==> src/rtl/cook_timer_ctrl.sv <==
// Microwave cook-timer controller: keypad M:SS entry, per-second countdown,
// pause/resume/clear, door interlock and DONE hold, all outputs registered.
module cook_timer_ctrl #(
  parameter int TICK_DIV  = 1000,
  parameter int DONE_HOLD = 3
) (
  input  logic       clk,
  input  logic       rst_n,
  input  logic       key_valid,
  input  logic [3:0] key_digit,
  input  logic       start,
  input  logic       stop,
  input  logic       door_closed,
  output logic [3:0] sec_ones,
  output logic [3:0] sec_tens,
  output logic [3:0] min,
  output logic       mag_on,
  output logic       done,
  output logic       busy
);

  localparam int PW = $clog2(TICK_DIV);
  localparam int HW = $clog2(DONE_HOLD + 1);
  localparam logic [PW-1:0] PRESC_MAX = PW'(TICK_DIV - 1);
  localparam logic [HW-1:0] HOLD_LAST = HW'(DONE_HOLD - 1);

  typedef enum logic [1:0] {IDLE, RUN, PAUSE, DONE} state_t;

  state_t        state, next_state;
  logic [PW-1:0] presc, next_presc;
  logic [HW-1:0] hold_cnt, next_hold;
  logic [3:0]    next_ones, next_tens, next_min;
  logic [3:0]    dec_ones, dec_tens, dec_min;
  logic          wrap, dec_zero;
  logic          mag_on_d, done_d, busy_d;

  assign wrap     = (presc == PRESC_MAX);
  assign dec_ones = (sec_ones != 4'd0) ? sec_ones - 4'd1 : 4'd9;
  assign dec_tens = (sec_ones != 4'd0) ? sec_tens :
                    ((sec_tens != 4'd0) ? sec_tens - 4'd1 : 4'd5);
  assign dec_min  = (sec_ones == 4'd0 && sec_tens == 4'd0) ? min - 4'd1 : min;
  assign dec_zero = (dec_ones == 4'd0) && (dec_tens == 4'd0) && (dec_min == 4'd0);

  always_ff @(posedge clk or negedge rst_n) begin
    if (!rst_n) begin
      state    <= IDLE;
      presc    <= '0;
      hold_cnt <= '0;
      sec_ones <= 4'd0;
      sec_tens <= 4'd0;
      min      <= 4'd0;
      mag_on   <= 1'b0;
      done     <= 1'b0;
      busy     <= 1'b0;
    end else begin
      state    <= next_state;
      presc    <= next_presc;
      hold_cnt <= next_hold;
      sec_ones <= next_ones;
      sec_tens <= next_tens;
      min      <= next_min;
      mag_on   <= mag_on_d;
      done     <= done_d;
      busy     <= busy_d;
    end
  end

  // Events are resolved in priority order stop > door open > start > key.
  always_comb begin
    next_state = state;
    next_presc = presc;
    next_hold  = hold_cnt;
    next_ones  = sec_ones;
    next_tens  = sec_tens;
    next_min   = min;
    case (state)
      IDLE: begin
        if (stop) begin
          next_ones = 4'd0;
          next_tens = 4'd0;
          next_min  = 4'd0;
        end else if (!door_closed) begin
          next_state = IDLE;
        end else if (start) begin
          if (sec_ones != 4'd0 || sec_tens != 4'd0 || min != 4'd0) begin
            next_state = RUN;
            next_presc = '0;
          end
        end else if (key_valid && key_digit <= 4'd9 && sec_ones <= 4'd5) begin
          next_min  = sec_tens;
          next_tens = sec_ones;
          next_ones = key_digit;
        end
      end
      RUN: begin
        // Pausing holds the prescaler so a resume continues the partial second.
        if (stop || !door_closed) begin
          next_state = PAUSE;
        end else begin
          next_presc = wrap ? '0 : presc + 1'b1;
          if (wrap) begin
            next_ones = dec_ones;
            next_tens = dec_tens;
            next_min  = dec_min;
            if (dec_zero) begin
              next_state = DONE;
              next_hold  = '0;
            end
          end
        end
      end
      PAUSE: begin
        if (stop) begin
          next_state = IDLE;
          next_ones  = 4'd0;
          next_tens  = 4'd0;
          next_min   = 4'd0;
        end else if (door_closed && start) begin
          next_state = RUN;
        end
      end
      DONE: begin
        if (stop || (door_closed && start)) begin
          next_state = IDLE;
          next_presc = '0;
        end else begin
          next_presc = wrap ? '0 : presc + 1'b1;
          if (wrap) begin
            if (hold_cnt == HOLD_LAST) next_state = IDLE;
            else next_hold = hold_cnt + 1'b1;
          end
        end
      end
      default: next_state = IDLE;
    endcase
  end

  always_comb begin
    mag_on_d = (next_state == RUN);
    done_d   = (next_state == DONE);
    busy_d   = (next_state == RUN) || (next_state == PAUSE);
  end

endmodule

==> config.mk <==
export PLATFORM = sky130hd
export DESIGN_NAME = cook_timer_ctrl
export DESIGN_NICKNAME = d
export VERILOG_FILES = /design/src/rtl/cook_timer_ctrl.sv
export SDC_FILE = /design/constraint.sdc
export NUM_CORES = 1
export LEC_CHECK = 0
export CAP_MARGIN = 5
export CORE_ASPECT_RATIO = 0.5
export CORE_MARGIN = 10
export CORE_UTILIZATION = 60
export CTS_CLUSTER_DIAMETER = 120
export DETAILED_ROUTE_END_ITERATION = 6
export PLACE_DENSITY = 0.85
export SLEW_MARGIN = 5
export SYNTH_ARGS = -nofsm -noshare
export SYNTH_HDL_FRONTEND = slang
export SYNTH_SLANG_ARGS = --single-unit
==> constraint.sdc <==
create_clock -name clk -period 6.6 [get_ports clk]
set_input_delay 1.65 -clock clk [delete_from_list [all_inputs] [get_ports clk]]
set_output_delay 1.65 -clock clk [all_outputs]
set_load 0.02 [all_outputs]
==> results of run 1 <==
## synthesized netlist by cell type (2+ instances only)
cell type,instances
nand3_1,5
o22ai_1,2
nand2_1,9
nand4_1,2
buf_2,2
nor2_1,14
a21oi_1,9
nor3b_1,2
nand3b_1,2
nor2b_1,7
nor3_1,16
or4_1,2
and2_1,4
nor4_1,2
a211oi_1,2
inv_1,15
ha_1,10
nand2b_1,3
clkbuf_1,6
o21ai_0,24
o2bb2ai_1,2
a22oi_1,2
a32oi_1,8
and3b_1,4
dfrtp_1,29
and3_1,3
o21ai_1,7
or3_1,3
o31ai_1,5
## flip-flops by register name, summed over array words and instances, names as in the netlist
name	cells
state	2
busy	1
done	1
hold_cnt	2
presc	10
mag_on	1
min	4
sec_tens	4
sec_ones	4
## worst paths after layout
| check | startpoint | to | cells after the start |
|---|---|---|---|
| max | door_closed | presc[5] | 6 |
| min | presc[9] | presc[9] | 1 |
| max reg2reg | sec_ones[1] | presc[5] | 5 |
| min reg2reg | presc[9] | presc[9] | 1 |
| max in group asynchronous | rst_n | sec_ones[3] | 2 |
| min in group asynchronous | rst_n | presc[7] | 2 |
## layout make-up
class                           instances  area (sq um)
Multi-Input combinational cell        171          1146
Fill cell                             239         774.5
Tap cell                               40         50.05
Timing Repair Buffer                   25         247.7
Clock buffer                            6         72.57
Clock inverter                          2         10.01
Sequential cell                        29         725.7
Inverter                               15         56.30
## metal layers
layer,vias up,GRT usage,routed length (um)
met5,-,0,0
met3,17,0.06122,417
li1,896,-,-
met1,891,0.1967,2055
met2,78,0.2707,2378
met4,0,0.07692,149
## power groups by stage
| stage | clock network, mW | registers [mW] | logic (mW) |
|---|---|---|---|
| 4_1_cts | 0.140 | 0.285 | 0.536 |
| 3_5_place_dp | 0 | 0.287 | 0.530 |
| 5_1_grt | 0.152 | 0.295 | 0.593 |
| 2_1_floorplan | 0 | 0.316 | 0.338 |
| 3_3_place_gp | 0 | 0.288 | 0.517 |
| 6_report | 0.138 | 0.287 | 0.543 |
## cells by family (layout without fill, tap and decap cells)
family          after synthesis  after routing  synth area share
simple gates                 83             83            0.2366
compound gates               75             75            0.2618
flops                        29             29            0.3659
buf+inv                      26             48           0.05615
fa+ha+maj                    10             10           0.06309
mux                           3              3           0.01640
## stage by stage
step,instances,hold WS (ps)
CTS,288,487.6
detailed placement,280,474.1
global placement,280,467.1
global route,288,513.0
finish,288,482.2
floorplan,226,436.6
## cell usage in the layout (no fill, tap or decap), types with 3 or more instances in the layout
cell             count
nor3_1              16
o31ai_1              5
clkbuf_8             5
a32oi_1              8
o21ai_0             24
a21oi_1              9
nor2_1              14
nand2_1              9
nand3_1              5
and2_1               4
dfrtp_1             29
nor2b_1              7
and3b_1              4
or3_1                3
o21ai_1              7
and3_1               3
ha_1                10
nand2b_1             3
clkdlybuf4s50_1     24
inv_1               15
==> out/qor.txt, run 1 <==
Tmin final -> 3922 ps
Area Growth Syn to Fin -> 16.40%
Post-cts sizing count -> 0
Ys Warns -> 0
Total of max-cap violations -> 0
Slowest stage delay, CP -> 590 ps
Ys async rst share -> 1.000
Top_reg_cell synth -> dfrtp_1
Largest net degree at the start of global routing -> 30
Layout Nets -> 267
RSZ-0062 raised after global routing -> no
Syn_area_per_cell -> 8.775 sq um
Total CTS buffers -> 5
Combinational share of power -> 0.561
Slowest cell on crit path -> or3_1
Post-DP HPWL -> 3607 um
Worst IR Drop VDD -> 0.3122 mV
Global-route wire length before repair -> 8342 um
Max-slew violation count -> 0
Post-synthesis sequential area ratio -> 0.3659
Worst EP required -> 6770 ps
Vias in the first global route -> 1816
Tcrit/Tclk final -> 0.5942
Hold Path Class -> reg2reg
Layout cells sized above 1 -> 0.05645
Clk root buf -> clkbuf_8
Post-route cell area -> 2308 sq um
Buffer and inverter count on the worst path -> 1
Net Sw Power -> 0.4625 mW
Total grt overflow -> 0
Setup WS pre-CTS -> 2414 ps
#FFs+latches synth -> 29
Initial DRC count -> 77
Drt via density -> 6.535
First-pass DRT Iterations -> 4
Critical-path cell list -> clkdlybuf4s50_1 -> nand2_1 -> o21a_1 -> or3_1 -> or3_1 -> o41ai_4
Fmax -> 0.2550 GHz
Num ports -> 25
DP Area -> 2226 sq um
Startpoint types -> primary input
Post-synth top area cell -> dfrtp_1
Clock network fraction of design power -> 0.142
Routed via count -> 1882
Syn Nets -> 246
Initial Utilization -> 0.6433
Switching share of total power -> 0.4777
Power share of the sequential group -> 0.297
Worst slew margin -> 0.4605
Total power -> 0.9682 mW
Core area -> 3083 sq um
Top cell type's share of synthesized area -> 0.3659
TritonCTS clock tree -> yes
Initial antenna violation count -> 0
Synth cell types -> 54
Setup TNS -> 0 ps
Layout Skew -> 8.000 ps
R2R Setup Slk -> 3820 ps
Die X -> 101.3 um
Post-CTS setup buffers -> 0
H-tree levels -> 2
Mapped Area -> 1983 sq um
Most used cell, CP -> or3_1
EDFF count, synth -> 0
PortBufs -> 24
Leak -> 0.9942 nW
Arr. time, crit path -> 4100 ps
Fin util -> 0.7488
Worst path top cell family by delay -> simple AND/OR/NAND/NOR gates
Detailed Route WL -> 5001 um
Final ANT Viol Nets -> 0
FP Rows -> 14
Num Clock Sinks -> 29
Hold Vio Cnt, Final -> 0
CP endpoint kind -> register
Crit Path Max Fanout -> 11
Status -> complete, no violations
Gpl congestion -> 0.9880
Max Buffers Root-to-Sink -> 2
Antenna Cells -> 0
Synth area leaders -> dfrtp_1 (37%), ha_1 (6.3%), o21ai_0 (6.1%), nor3_1 (4.0%), a32oi_1 (3.5%)
Gate Count Post-Synth -> 226
Pint -> 0.5057 mW
Crit Path Class -> in2reg
Die Ht -> 60.66 um
Final setup margin -> 2678 ps
Pwr dens -> 419.4 nW/um^2
Post-DR wirelength/cell -> 17.36 um
Global-route usage over all layers -> 0.1669
CTS clock-pin slew for the worst setup and hold paths -> 60 ps
# setup viols final -> 0
Die area -> 6145 sq um
Worst slew pin tran -> 806.2 ps
# hold bufs at CTS -> 0
Later-pin clock latency in the skew report -> 280 ps
DRC Markers -> 0
Power figures use the tool's default switching activity.
==> run 2, diff against run 1 <==
Settings changed: CORE_UTILIZATION 60 to 55, PLACE_DENSITY 0.85 to 0.79.
Clock period 6.6 ns to 3.9 ns, I/O delays scaled along.
==> out/qor.txt, run 2 (synthesis gave the netlist of run 1 again) <==
Status -> complete, no violations
Dpl cells -> 292 (+4.3%)
# setup viols final -> 0 (unchanged)
Tmin final -> 3214 ps
Largest net degree at the start of global routing -> 30 (unchanged)
H-tree levels -> 2 (unchanged)
Drt via density -> 6.207 (-5.0%)
Die X -> 104.9 um (+3.6%)
CP endpoint kind -> register
Die area -> 6553 sq um (+6.7%)
Arr. time, crit path -> 3390 ps (-710 ps)
Vias in the first global route -> 1788 (-1.5%)
Max reg flops -> 10 (unchanged)
Startpoint types -> primary input
Layout Nets -> 268 (+0.37%)
Num ports -> 25 (unchanged)
PortBufs -> 24 (unchanged)
Global-route usage over all layers -> 0.1487 (-0.01821)
Post-DR wirelength/cell -> 16.27 um (-6.3%)
Later-pin clock latency in the skew report -> 280 ps (about the same)
Total CTS buffers -> 5 (unchanged)
Tcrit/Tclk final -> 0.8240
Leak -> 0.9986 nW (+0.44%)
Most common cell after layout, fill and taps aside -> dfrtp_1
CTS clock-pin slew for the worst setup and hold paths -> 60 ps (about the same)
Worst slew pin tran -> 824.3 ps (+18.04 ps)
M1 wire length -> 2256 um (+9.8%)
DRC Markers -> 0 (unchanged)
Max-slew violation count -> 0 (unchanged)
Post-DP HPWL -> 3432 um (-4.8%)
Reg with most FFs -> presc
Pwr dens -> 701.9 nW/um^2 (+67%)
RSZ-0062 raised after global routing -> no
Hold Vio Cnt, Final -> 0 (unchanged)
WL met3 -> 302 um (-28%)
Hold Path Class -> reg2reg
Crit Path Class -> in2reg
Die Ht -> 62.46 um (+3.0%)
Filler cells -> 302 (+26%)
# hold bufs at CTS -> 0 (unchanged)
Initial DRC count -> 142 (+84%)
Routed via count -> 1862 (-1.1%)
TritonCTS clock tree -> yes
Gpl congestion -> 0.9100 (-7.9%)
Final ANT Viol Nets -> 0 (unchanged)
Worst slew margin -> 0.4485 (-0.01207)
Most frequent cells in the layout -> dfrtp_1 (29), o21ai_0 (24), clkdlybuf4s50_1 (24)
Post-CTS setup buffers -> 0 (unchanged)
Top layer in use -> met4
Worst EP required -> 4080 ps (-2690 ps)
Layout Skew -> 3.419 ps (-4.581 ps)
Setup TNS -> 0 ps (unchanged)
Antenna Cells -> 0 (unchanged)
First-pass DRT Iterations -> 4 (unchanged)
Total grt overflow -> 0 (unchanged)
Core area -> 3453 sq um (+12%)
Total of max-cap violations -> 0 (unchanged)
Num Clock Sinks -> 29 (unchanged)
Tightest hold margin -> 503.4 ps (+21.26 ps)
Initial Utilization -> 0.5743 (-0.06899)
Area taken by flip-flops and latches -> 725.7 sq um (unchanged)
Crit Path Max Fanout -> 11 (unchanged)
Global-route wire length before repair -> 8307 um (-0.42%)
FP Rows -> 15 (+1)
Worst IR Drop VDD -> 0.5010 mV (+60%)
Post-cts sizing count -> 0 (unchanged)
Fmax -> 0.3112 GHz
Detailed Route WL -> 4880 um (-2.4%)
Area Growth Syn to Fin -> 17.48%
Clk root buf -> clkbuf_8
Max Buffers Root-to-Sink -> 2 (unchanged)
Finished Layout Cells -> 300 (+4.2%)
Initial antenna violation count -> 0 (unchanged)
Area occupied by multi-input gates -> 1146 sq um (unchanged)
Layout cells sized above 1 -> 0.06024 (+0.003789)
Wire length on met2 -> 2286 um (-3.9%)
==> run 2: path summary, 6_finish.rpt <==
| path | cells past startpoint | start | slack (ps) | end |
|---|---|---|---|---|
| max | 6 | door_closed | 690 | presc[5] |
| max in group asynchronous | 2 | rst_n | 2540 | sec_ones[3] |
| max reg2reg | 5 | sec_ones[1] | 1120 | presc[9] |
| min in group asynchronous | 2 | rst_n | 1080 | presc[7] |
| min | 1 | hold_cnt[1] | 500 | hold_cnt[1] |
| min reg2reg | 1 | hold_cnt[1] | 500 | hold_cnt[1] |
==> run 2: cell type report <==
class / instances / area share
clock buffer: 6 / 0.03115
clock inverter: 2 / 0.004296
inverter: 15 / 0.02417
multi-input combinational: 171 / 0.4919
sequential: 29 / 0.3115
tap: 51 / 0.02739
timing repair buffer: 26 / 0.1096
==> run 2: metal layers <==
layer / GRT usage / vias up
met5: 0 / -
met4: 0.03741 / 0
met3: 0.05453 / 7
met2: 0.2399 / 43
met1: 0.1835 / 919
li1: - / 893
==> run 2: per-stage QoR <==
step / worst slack [ps] / utilization / power (mW) / area [sq um]
after floorplan: 1391 / - / 1.107 / 1983
after global placement: 476.2 / 0.6507 / 1.361 / 2247
after detailed placement: 419.4 / 0.6507 / 1.381 / 2247
after CTS: 712.1 / 0.6746 / 1.631 / 2330
after global routing: 544.4 / 0.6746 / 1.764 / 2330
final: 686.3 / 0.6746 / 1.635 / 2330
==> run 2: report_power, final <==
group / switching (mW) / internal, mW / leakage (nW)
clock: 0.114 / 0.123 / 0.0450
sequential: 0.112 / 0.373 / 0.391
combinational: 0.550 / 0.363 / 0.562
==> run 2: worst max-delay path, cell delays in order <==
cell and delay [ps]:
clkdlybuf4s50_1 570, nand2_1 170, o21a_1 220, or3_1 520, or3_1 580, o41ai_4 360
